==> src/rtl/qc_row_shift_scheduler_if.sv <==
// Row-result handshake between the QC row shift scheduler and its consumer.
// The scheduler is the master: it presents row_valid/row_idx/row_data and
// holds them until the consumer raises row_ready.
interface qc_row_shift_scheduler_if #(
    parameter int MAXZ = 81,
    parameter int MB   = 12
);
    localparam int RW = $clog2(MB);

    logic            row_valid;
    logic            row_ready;
    logic [RW-1:0]   row_idx;
    logic [MAXZ-1:0] row_data;

    modport master (
        output row_valid,
        output row_idx,
        output row_data,
        input  row_ready
    );

    modport slave (
        input  row_valid,
        input  row_idx,
        input  row_data,
        output row_ready
    );
endinterface

==> src/rtl/qc_row_shift_scheduler.sv <==
// Row-by-row sequencer for the pipelined circular shifter of a QC-LDPC
// datapath. Each base-matrix row is walked column by column; every non-null
// circulant with a legal shift is sent to the shifter, the shifter outputs are
// XOR-accumulated, and one Z-bit row result is handed out per row.
module qc_row_shift_scheduler #(
    parameter  int MAXZ = 81,
    parameter  int NB   = 24,
    parameter  int MB   = 12,
    localparam int SW   = $clog2(MAXZ),
    localparam int AW   = $clog2(MB * NB),
    localparam int CW   = $clog2(NB)
) (
    input  logic            CLK,
    input  logic            rst_n,
    input  logic            start,
    input  logic [SW:0]     z_size,
    output logic            busy,
    output logic            done,
    output logic            err,
    output logic [AW-1:0]   bm_addr,
    input  logic [SW:0]     bm_rdata,
    output logic [CW-1:0]   blk_addr,
    input  logic [MAXZ-1:0] blk_rdata,
    output logic            sh_valid,
    output logic [MAXZ-1:0] sh_data,
    output logic [SW-1:0]   sh_shift,
    input  logic            sh_out_valid,
    input  logic [MAXZ-1:0] sh_out_data,
    qc_row_shift_scheduler_if.master row_if
);
    localparam int RW = $clog2(MB);
    localparam int FW = $clog2(NB + 1);
    localparam logic [FW-1:0] NB_F     = FW'(NB);
    localparam logic [RW-1:0] LAST_ROW = RW'(MB - 1);

    typedef enum logic [2:0] {IDLE, ISSUE, DRAIN, OUT, DONE} state_t;

    state_t          state;
    state_t          state_nxt;
    logic [SW:0]     z_reg;
    logic [RW-1:0]   row;
    logic [FW-1:0]   col;       // runs 0..NB; NB means all reads issued
    logic            pending;   // read data for the previous column returns now
    logic [FW-1:0]   inflight;
    logic [MAXZ-1:0] acc;

    logic issuing;
    logic entry_valid;
    logic entry_ok;
    logic last_return;
    logic drain_done;
    logic row_accept;

    assign issuing     = (state == ISSUE) && (col < NB_F);
    assign entry_valid = (state == ISSUE) && pending && bm_rdata[SW];
    assign entry_ok    = entry_valid && ({1'b0, bm_rdata[SW-1:0]} < z_reg);
    assign last_return = (state == ISSUE) && pending && (col == NB_F);
    assign drain_done  = (state == DRAIN) && (inflight == '0) && !sh_out_valid;
    assign row_accept  = (state == OUT) && row_if.row_valid && row_if.row_ready;

    // Read addresses are only driven while a column read is being issued.
    assign bm_addr  = issuing ? AW'(int'(row) * NB + int'(col)) : '0;
    assign blk_addr = issuing ? col[CW-1:0] : '0;

    // Shifter issue happens in the same cycle the entry and block return.
    assign sh_valid = entry_ok;
    assign sh_data  = entry_ok ? blk_rdata : '0;
    assign sh_shift = entry_ok ? bm_rdata[SW-1:0] : '0;

    assign busy = (state == ISSUE) || (state == DRAIN) || (state == OUT);
    assign done = (state == DONE);

    // State register.
    always_ff @(posedge CLK or negedge rst_n) begin
        // NOTE: non-blocking assignments make every register sample pre-edge values, independent of block order.
        if (!rst_n) state <= IDLE;
        else        state <= state_nxt;
    end

    // Next-state decode.
    always_comb begin
        // NOTE: the default comes first so every path assigns state_nxt and no latch is inferred.
        state_nxt = state;
        unique case (state)
            IDLE:  if (start)       state_nxt = ISSUE;
            ISSUE: if (last_return) state_nxt = DRAIN;
            DRAIN: if (drain_done)  state_nxt = OUT;
            OUT:   if (row_accept)  state_nxt = (row != LAST_ROW) ? ISSUE : DONE;
            DONE:                   state_nxt = IDLE;
            default:                state_nxt = IDLE;
        endcase
    end

    // Column walk, in-flight tracking, accumulation and row-result registers.
    always_ff @(posedge CLK or negedge rst_n) begin
        if (!rst_n) begin
            z_reg            <= '0;
            err              <= 1'b0;
            row              <= '0;
            col              <= '0;
            pending          <= 1'b0;
            inflight         <= '0;
            acc              <= '0;
            row_if.row_valid <= 1'b0;
            row_if.row_idx   <= '0;
            row_if.row_data  <= '0;
        end else begin
            pending <= issuing;
            if (issuing) col <= col + 1'b1;

            // Simultaneous issue and return leave the count unchanged; stale
            // returns with nothing outstanding must not wrap the counter.
            if (sh_valid && !sh_out_valid)
                inflight <= inflight + 1'b1;
            else if (!sh_valid && sh_out_valid && (inflight != '0))
                inflight <= inflight - 1'b1;

            if (entry_valid && !entry_ok) err <= 1'b1;

            // Clearing on pass and row start discards any stale shifter output.
            if ((state == IDLE) && start) begin
                z_reg <= z_size;
                err   <= 1'b0;
                row   <= '0;
                col   <= '0;
                acc   <= '0;
            end else if (row_accept) begin
                acc              <= '0;
                col              <= '0;
                row_if.row_valid <= 1'b0;
                if (row != LAST_ROW) row <= row + 1'b1;
            end else if (sh_out_valid) begin
                acc <= acc ^ sh_out_data;
            end

            if (drain_done) begin
                row_if.row_valid <= 1'b1;
                row_if.row_data  <= acc;
                row_if.row_idx   <= row;
            end
        end
    end
endmodule

==> src/flat_wrapper.sv <==
// flat-port wrapper written by rule: the top's interface ports become plain ports
module qc_row_shift_scheduler_flat 
#(
    parameter  int MAXZ = 81,
    parameter  int NB   = 24,
    parameter  int MB   = 12,
    localparam int SW   = $clog2(MAXZ),
    localparam int AW   = $clog2(MB * NB),
    localparam int CW   = $clog2(NB)
)
  (CLK, rst_n, start, z_size, busy, done, err, bm_addr, bm_rdata, blk_addr, blk_rdata, sh_valid, sh_data, sh_shift, sh_out_valid, sh_out_data, row_if_row_valid, row_if_row_idx, row_if_row_data, row_if_row_ready);
  qc_row_shift_scheduler_if #(.MAXZ(MAXZ), .MB(MB)) row_if_i ();
  input  logic CLK;
  input  logic rst_n;
  input  logic start;
  input  logic [SW:0] z_size;
  output logic busy;
  output logic done;
  output logic err;
  output logic [AW-1:0] bm_addr;
  input  logic [SW:0] bm_rdata;
  output logic [CW-1:0] blk_addr;
  input  logic [MAXZ-1:0] blk_rdata;
  output logic sh_valid;
  output logic [MAXZ-1:0] sh_data;
  output logic [SW-1:0] sh_shift;
  input  logic sh_out_valid;
  input  logic [MAXZ-1:0] sh_out_data;
  output wire logic [$bits(row_if_i.row_valid)-1:0] row_if_row_valid;
  output wire logic [$bits(row_if_i.row_idx)-1:0] row_if_row_idx;
  output wire logic [$bits(row_if_i.row_data)-1:0] row_if_row_data;
  input wire logic [$bits(row_if_i.row_ready)-1:0] row_if_row_ready;
  assign row_if_row_valid = row_if_i.row_valid;
  assign row_if_row_idx = row_if_i.row_idx;
  assign row_if_row_data = row_if_i.row_data;
  assign row_if_i.row_ready = row_if_row_ready;
  qc_row_shift_scheduler #(.MAXZ(MAXZ), .NB(NB), .MB(MB)) u_core (.CLK(CLK), .rst_n(rst_n), .start(start), .z_size(z_size), .busy(busy), .done(done), .err(err), .bm_addr(bm_addr), .bm_rdata(bm_rdata), .blk_addr(blk_addr), .blk_rdata(blk_rdata), .sh_valid(sh_valid), .sh_data(sh_data), .sh_shift(sh_shift), .sh_out_valid(sh_out_valid), .sh_out_data(sh_out_data), .row_if(row_if_i));
endmodule
==> config.mk <==
export PLATFORM = sky130hd
export DESIGN_NAME = qc_row_shift_scheduler_flat
export DESIGN_NICKNAME = d
export VERILOG_FILES = /design/src/rtl/qc_row_shift_scheduler_if.sv /design/src/rtl/qc_row_shift_scheduler.sv /design/src/flat_wrapper.sv
export SDC_FILE = /design/constraint.sdc
export NUM_CORES = 1
export LEC_CHECK = 0
export CELL_PAD_IN_SITES_DETAIL_PLACEMENT = 0
export CELL_PAD_IN_SITES_GLOBAL_PLACEMENT = 1
export CORE_MARGIN = 2
export CORE_UTILIZATION = 33
export DETAILED_ROUTE_END_ITERATION = 8
export PLACE_DENSITY = 0.92
export SLEW_MARGIN = 20
export SYNTH_ARGS = -nofsm -noshare
export SYNTH_HDL_FRONTEND = slang
export SYNTH_SLANG_ARGS = --single-unit
==> constraint.sdc <==
create_clock -name CLK -period 3.9 [get_ports CLK]
set_input_delay 0.78 -clock CLK [delete_from_list [all_inputs] [get_ports CLK]]
set_output_delay 0.78 -clock CLK [all_outputs]
set_load 0.01 [all_outputs]
==> impl_metrics.json, run 1 <==
{
  "drc": 0,
  "slew_viol_final": 0,
  "synth_xor_area_share_pct": 9.36,
  "ant_nets": 0,
  "die-area_mm2": 0.0291,
  "crit_path_start_kind": "input pin",
  "areaGrowthSynthToFinish_pct": 52.1,
  "drt_iter0_drc": 228,
  "synth_cells": 831,
  "cap_violations": 0,
  "hold_class": "in2async",
  "period_needed_ns": 3.81,
  "cellLeakagePower_nw": 6.69,
  "fillers": 2501,
  "synth_enable_flop_cells": 0,
  "final_nets": 1410,
  "maxSlewHeadroom_pct": 31.2,
  "path_class": "in2out",
  "syn-cell-area_mm2": 0.00916,
  "vias_per_cell": 4.50,
  "r2r-start": "u_core.state[0]",
  "status": "finished, final reports clean",
  "worst_slew_pin_slew_ns": 1.03,
  "rows": 60,
  "final_area_mm2": 0.0139,
  "synth_adder_area_share_pct": 3.12,
  "cts_max_path_buffers": 2,
  "antenna_found_initial": 0,
  "synth_seq_area_share_pct": 53.0,
  "synth_simple_gate_area_share_pct": 17.3,
  "synth_seq_cells": 194,
  "drt-total-wl_um": 26700,
  "worstPathRequired_ns": 3.12,
  "insertion_delay_ns": 0.43,
  "ir_drop_mv": 0.308,
  "slowest_stage": "clkdlybuf4s50_1",
  "globalplace.congestion": 0.867,
  "yosysWarnings": 0,
  "start_util_pct": 33.8,
  "vias": 7162,
  "numCtsBuffers": 17,
  "final_cell_mix": "290 x clkdlybuf4s50_1, 194 x dfrtp_1, 102 x nor2_1",
  "yosysUniqueCellTypes": 50,
  "synth.area.mux_share_pct": 11.3,
  "hpwlAfterDp_um": 19400,
  "wl_per_cell_um": 16.8,
  "syn_avg_cell_area_um2": 11.0,
  "worstPathMaxFanout": 15,
  "core-area_mm2": 0.0271,
  "skew_ns": 0.0193,
  "die-width_um": 171,
  "tritoncts": "built",
  "portBuffers": 374,
  "rsz0062_at_grt": "no",
  "worstSetupEndpointType": "output port",
  "crit_start": "bm_rdata[5]",
  "grt-ovfl-total": 0,
  "synth-compound-area-share_pct": 2.45,
  "antenna_cells": 0,
  "async_reset_ff_share_pct": 100,
  "cp.arrival_ns": 3.03,
  "total_power_mw": 8.72,
  "htreeDepth": 4,
  "ys.flop_type": "dfrtp_1",
  "first_pass_iters": 4,
  "grt.total_usage_pct": 17.8,
  "die_h_um": 171,
  "io_pins": 375,
  "synth_nets": 1035,
  "tritoncts_num_sinks": 194,
  "fin_crit_sh_pct": 97.6,
  "power.density_mw_per_mm2": 626,
  "cpPeakStageDelay_ns": 0.54,
  "r2r_slack_ns": 0.66,
  "crit_family": "buffers and inverters",
  "setup_viol_count_final": 0,
  "place_area_mm2": 0.0134,
  "grt_start_max_net_pins": 98,
  "path_cells": "clkdlybuf4s50_1 -> ha_4 -> a211oi_2 -> o32ai_2 -> nor3_4 -> buf_4 -> clkbuf_16 -> and2_1 -> dlygate4sd2_1",
  "layout_commonest_cell": "clkdlybuf4s50_1",
  "grt_pass1_wl_um": 40500,
  "clkSlewWorstSetupHoldPaths_ns": 0.07,
  "drive_gt1_share_pct": 10.3,
  "cts_root_buffer": "clkbuf_16",
  "fin_util_pct": 51.4,
  "grt_pass1_vias": 7488,
  "synth_top_family_by_area": "simple AND/OR/NAND/NOR gates",
  "max_freq_mhz": 263,
  "hold_viol": 0,
  "cp.buffers_inverters": 4
}
## report_power, final
group	switching [mW]	internal, mW
clock	0.819	0.841
sequential	0.590	2.90
combinational	1.59	1.98
## logic make-up (layout without fill, tap and decap cells)
kind of cell | count (synthesis) | in the layout
adder cells (fa/ha/maj) | 21 | 21
AO/OA/AOI/OAI | 35 | 35
flip-flops | 194 | 194
AND/OR/NAND/NOR | 326 | 326
XOR/XNOR | 97 | 97
multiplexers | 92 | 92
buffers and inverters | 66 | 453
## final timing paths
| kind | endpoint | cells past startpoint |
|---|---|---|
| hold reg to reg | u_core.row_if.row_data[54] | 1 |
| hold / removal | u_core.acc[52] | 1 |
| max in group asynchronous | u_core.state[2] | 2 |
| min in group CLK | u_core.row_if.row_data[54] | 1 |
| setup reg to reg | u_core.inflight[4] | 10 |
| setup / recovery | sh_data[7] | 9 |
## final cells by class
cell class,count,area [um2],area share [%]
timing repair buffer,401,3950,28.3
multi-input combinational,571,4030,28.9
clock buffer,18,429,3.08
clock inverter,13,124,0.889
inverter,21,78.8,0.566
tap,372,465,3.34
sequential,194,4850,34.9
## metrics by stage
stage | setup TNS [ns] | instances | hold WS [ns] | worst slack, ns
final | 0 | 1590 | 0.389 | 0.0950
after global routing | 0 | 1590 | 0.453 | 0.00608
after CTS | 0 | 1585 | 0.437 | 0.000842
after detailed placement | -2.67 | 1551 | 0.474 | -0.0918
after global placement | -1.19 | 1551 | 0.466 | -0.0691
after floorplan | 0 | 831 | 0.472 | 0.713
## routing by layer
metal | GRT usage (%) | wire length, um | up-vias
li1 | - | - | 3420
met1 | 20.7 | 10400 | 3455
met2 | 31.4 | 13400 | 253
met3 | 5.32 | 2190 | 34
met4 | 5.91 | 706 | 0
met5 | 0 | 0 | -
## cells in the mapped netlist (4+ instances only)
| master | instances | area [um2] |
|---|---|---|
| buf_2 | 8 | 40.0 |
| mux2i_1 | 4 | 40.0 |
| inv_1 | 19 | 71.3 |
| mux2_2 | 49 | 552 |
| nor3_1 | 5 | 25.0 |
| buf_4 | 4 | 30.0 |
| xor2_1 | 89 | 780 |
| nand3_1 | 6 | 30.0 |
| nand2_1 | 98 | 368 |
| o21ai_0 | 8 | 40.0 |
| and2_1 | 89 | 557 |
| clkbuf_2 | 7 | 35.0 |
| ha_1 | 18 | 225 |
| dfrtp_1 | 194 | 4850 |
| clkbuf_1 | 21 | 78.8 |
| buf_6 | 5 | 56.3 |
| nor2_1 | 102 | 383 |
| mux2_1 | 39 | 439 |
| xnor2_1 | 7 | 61.3 |
| a21oi_1 | 10 | 50.1 |
## what timing repair did
item                       in CTS  in global routing
setup endpoints to repair      85                 10
cloned                          1                  2
hold buffers                    0                  0
resized for setup              84                  6
setup buffers                   2                  3
pin swaps                       0                  1
No activity file was read; power rests on OpenSTA's default activity.
==> run 2: changes to the inputs <==
--- a/config.mk
+++ b/config.mk
@@ -8,9 +8,10 @@
 export CELL_PAD_IN_SITES_DETAIL_PLACEMENT = 0
 export CELL_PAD_IN_SITES_GLOBAL_PLACEMENT = 1
 export CORE_MARGIN = 2
-export CORE_UTILIZATION = 33
+export CORE_UTILIZATION = 34
+export CTS_BUF_LIST = sky130_fd_sc_hd__clkbuf_4 sky130_fd_sc_hd__clkbuf_8
 export DETAILED_ROUTE_END_ITERATION = 8
-export PLACE_DENSITY = 0.92
+export PLACE_DENSITY = 0.95
 export SLEW_MARGIN = 20
 export SYNTH_ARGS = -nofsm -noshare
 export SYNTH_HDL_FRONTEND = slang
==> impl_metrics.json, run 2 (same netlist as run 1, synthesis figures left out) <==
{
  "status": "finished, final reports clean",
  "insertion_delay_ns": 0.46,
  "die-area_mm2": 0.0283,
  "skew_ns": 0.0273,
  "place_area_mm2": 0.0133,
  "fillers": 2425,
  "path_class": "in2out",
  "start_util_pct": 34.3,
  "switching_share_pct": 35.7,
  "htreeDepth": 4,
  "cts_root_buffer": "clkbuf_8",
  "grt.total_usage_pct": 18.8,
  "tns_ns": 0,
  "worstPathRequired_ns": 3.12,
  "combPwrFrac_pct": 42.7,
  "slew_viol_final": 0,
  "rows": 60,
  "ant_nets": 0,
  "max_freq_mhz": 265,
  "period_needed_ns": 3.78,
  "slowest_stage": "clkdlybuf4s50_1",
  "layout_commonest_cell": "clkdlybuf4s50_1",
  "grt-ovfl-total": 0,
  "grt_start_max_net_pins": 95,
  "die-width_um": 168,
  "maxSlewHeadroom_pct": 36.8,
  "wl_per_cell_um": 17.0,
  "p_sw_mw": 2.97,
  "die_h_um": 168,
  "hold_viol": 0,
  "r2r_slack_ns": 0.75,
  "vias_per_cell": 4.60,
  "setup_viol_count_final": 0,
  "r2r-start": "u_core.z_reg[5]",
  "hold_class": "in2async",
  "multi_input_area_mm2": 0.00401,
  "rsz0062_at_grt": "no",
  "first_pass_iters": 4,
  "crit_start": "bm_rdata[5]",
  "power_frac_seq_pct": 41.9,
  "final_area_mm2": 0.0137,
  "cts_max_path_buffers": 2,
  "r2r_cells": 16,
  "ir_drop_mv": 0.330,
  "p_clk_share_pct": 15.3,
  "tritoncts_num_sinks": 194,
  "drive_gt1_share_pct": 10.0,
  "worst_slew_pin_slew_ns": 0.948,
  "drt-total-wl_um": 26600,
  "io_pins": 375,
  "drt_iter0_drc": 218,
  "portBuffers": 374,
  "path_cells": "clkdlybuf4s50_1 -> ha_1 -> nand4b_1 -> nor3_1 -> buf_4 -> nor3_4 -> buf_4 -> and2_1 -> clkdlybuf4s50_1",
  "drc": 0,
  "worstPathMaxFanout": 3,
  "vias": 7166,
  "r2r_end": "u_core.inflight[4]",
  "power.density_mw_per_mm2": 608,
  "numCtsBuffers": 17,
  "final_cell_mix": "285 x clkdlybuf4s50_1, 194 x dfrtp_1, 102 x nor2_1",
  "crit_path_start_kind": "input pin",
  "globalplace.congestion": 0.848,
  "core-area_mm2": 0.0267,
  "worstSetupEndpointType": "output port",
  "p_int_mw": 5.35,
  "fin_crit_sh_pct": 96.9,
  "ff_latch_area_mm2": 0.00485,
  "clkSlewWorstSetupHoldPaths_ns": 0.12,
  "tritoncts": "built",
  "grt_pass1_wl_um": 41600,
  "final_nets": 1408,
  "cellLeakagePower_nw": 6.69,
  "cpPeakStageDelay_ns": 0.55,
  "cap_violations": 0,
  "areaGrowthSynthToFinish_pct": 49.5,
  "hpwlAfterDp_um": 19700,
  "antenna_found_initial": 1,
  "cp.arrival_ns": 3.00,
  "grt_pass1_vias": 7499
}
-- run 2: cell count changes in the layout (fill, tap and decap cells not counted), moves of 2 or more --
| cell | previous run | this run |
|---|---|---|
| clkbuf_8 | 1 | 19 |
| clkinvlp_4 | 3 | 1 |
| dlymetal6s2s_1 | 1 | 7 |
| clkinv_8 | 1 | 3 |
| clkinv_4 | 2 | 5 |
| clkdlybuf4s50_1 | 290 | 285 |
| clkbuf_16 | 19 | 0 |
-- run 2: final cells by class --
cell class,count,area share (%)
diodes,1,0.0183
repair buffers,399,28.7
clock inverters,13,1.04
well taps,341,3.12
flip-flops and latches,194,35.5
inverters,21,0.576
multi-input cells,571,29.3
clock buffers,18,1.81
-- run 2: per-layer routing --
layer  share of wire [%]  track usage, %
met1                  38            20.8
met3                 7.7            6.30
met5                   0               0
met4                 2.5            6.07
met2                  52            34.2
-- run 2: repair_timing --
action,CTS,global route
resized for setup,84,10
setup buffers,2,1
pin swaps,1,2
gates cloned,1,0
hold buffers,0,0
setup endpoints to repair,84,8
-- run 2: how the worst max path moves through the flow --
stage	cells past startpoint	slack (ns)	endpoint
2_1_floorplan	6	0.71	bm_addr[8]
3_3_place_gp	9	-0.08	sh_data[70]
3_5_place_dp	9	-0.14	sh_data[70]
4_1_cts	9	-0.03	sh_shift[4]
5_1_grt	9	0.02	sh_valid
6_report	9	0.12	sh_shift[3]
-- run 2: worst max-delay path, delay by kind of cell --
family                   cells  cell delay [ns]
buffers and inverters        4             1.29
AND/OR/NAND/NOR              4             0.58
adder cells (fa/ha/maj)      1             0.33
-- run 2: per-stage QoR --
stage | worst slack [ns] | power (mW) | hold WS (ns) | cells | utilization [%]
after CTS | -0.0318 | 8.43 | 0.369 | 1556 | 51.1
after global placement | -0.0823 | 7.02 | 0.466 | 1522 | 49.8
after floorplan | 0.713 | 5.26 | 0.472 | 831 | -
after global routing | 0.0196 | 8.94 | 0.397 | 1558 | 51.2
final | 0.120 | 8.32 | 0.356 | 1558 | 51.2
after detailed placement | -0.140 | 7.16 | 0.474 | 1522 | 49.8
-- run 2: power by group through the flow --
stage                     clock (mW)  sequential [mW]  combinational [mW]
after global placement             0             3.48                3.54
after global routing            1.41             3.61                3.92
final                           1.28             3.49                3.55
after detailed placement           0             3.53                3.63
after floorplan                    0             3.55                1.72
after CTS                       1.33             3.50                3.61
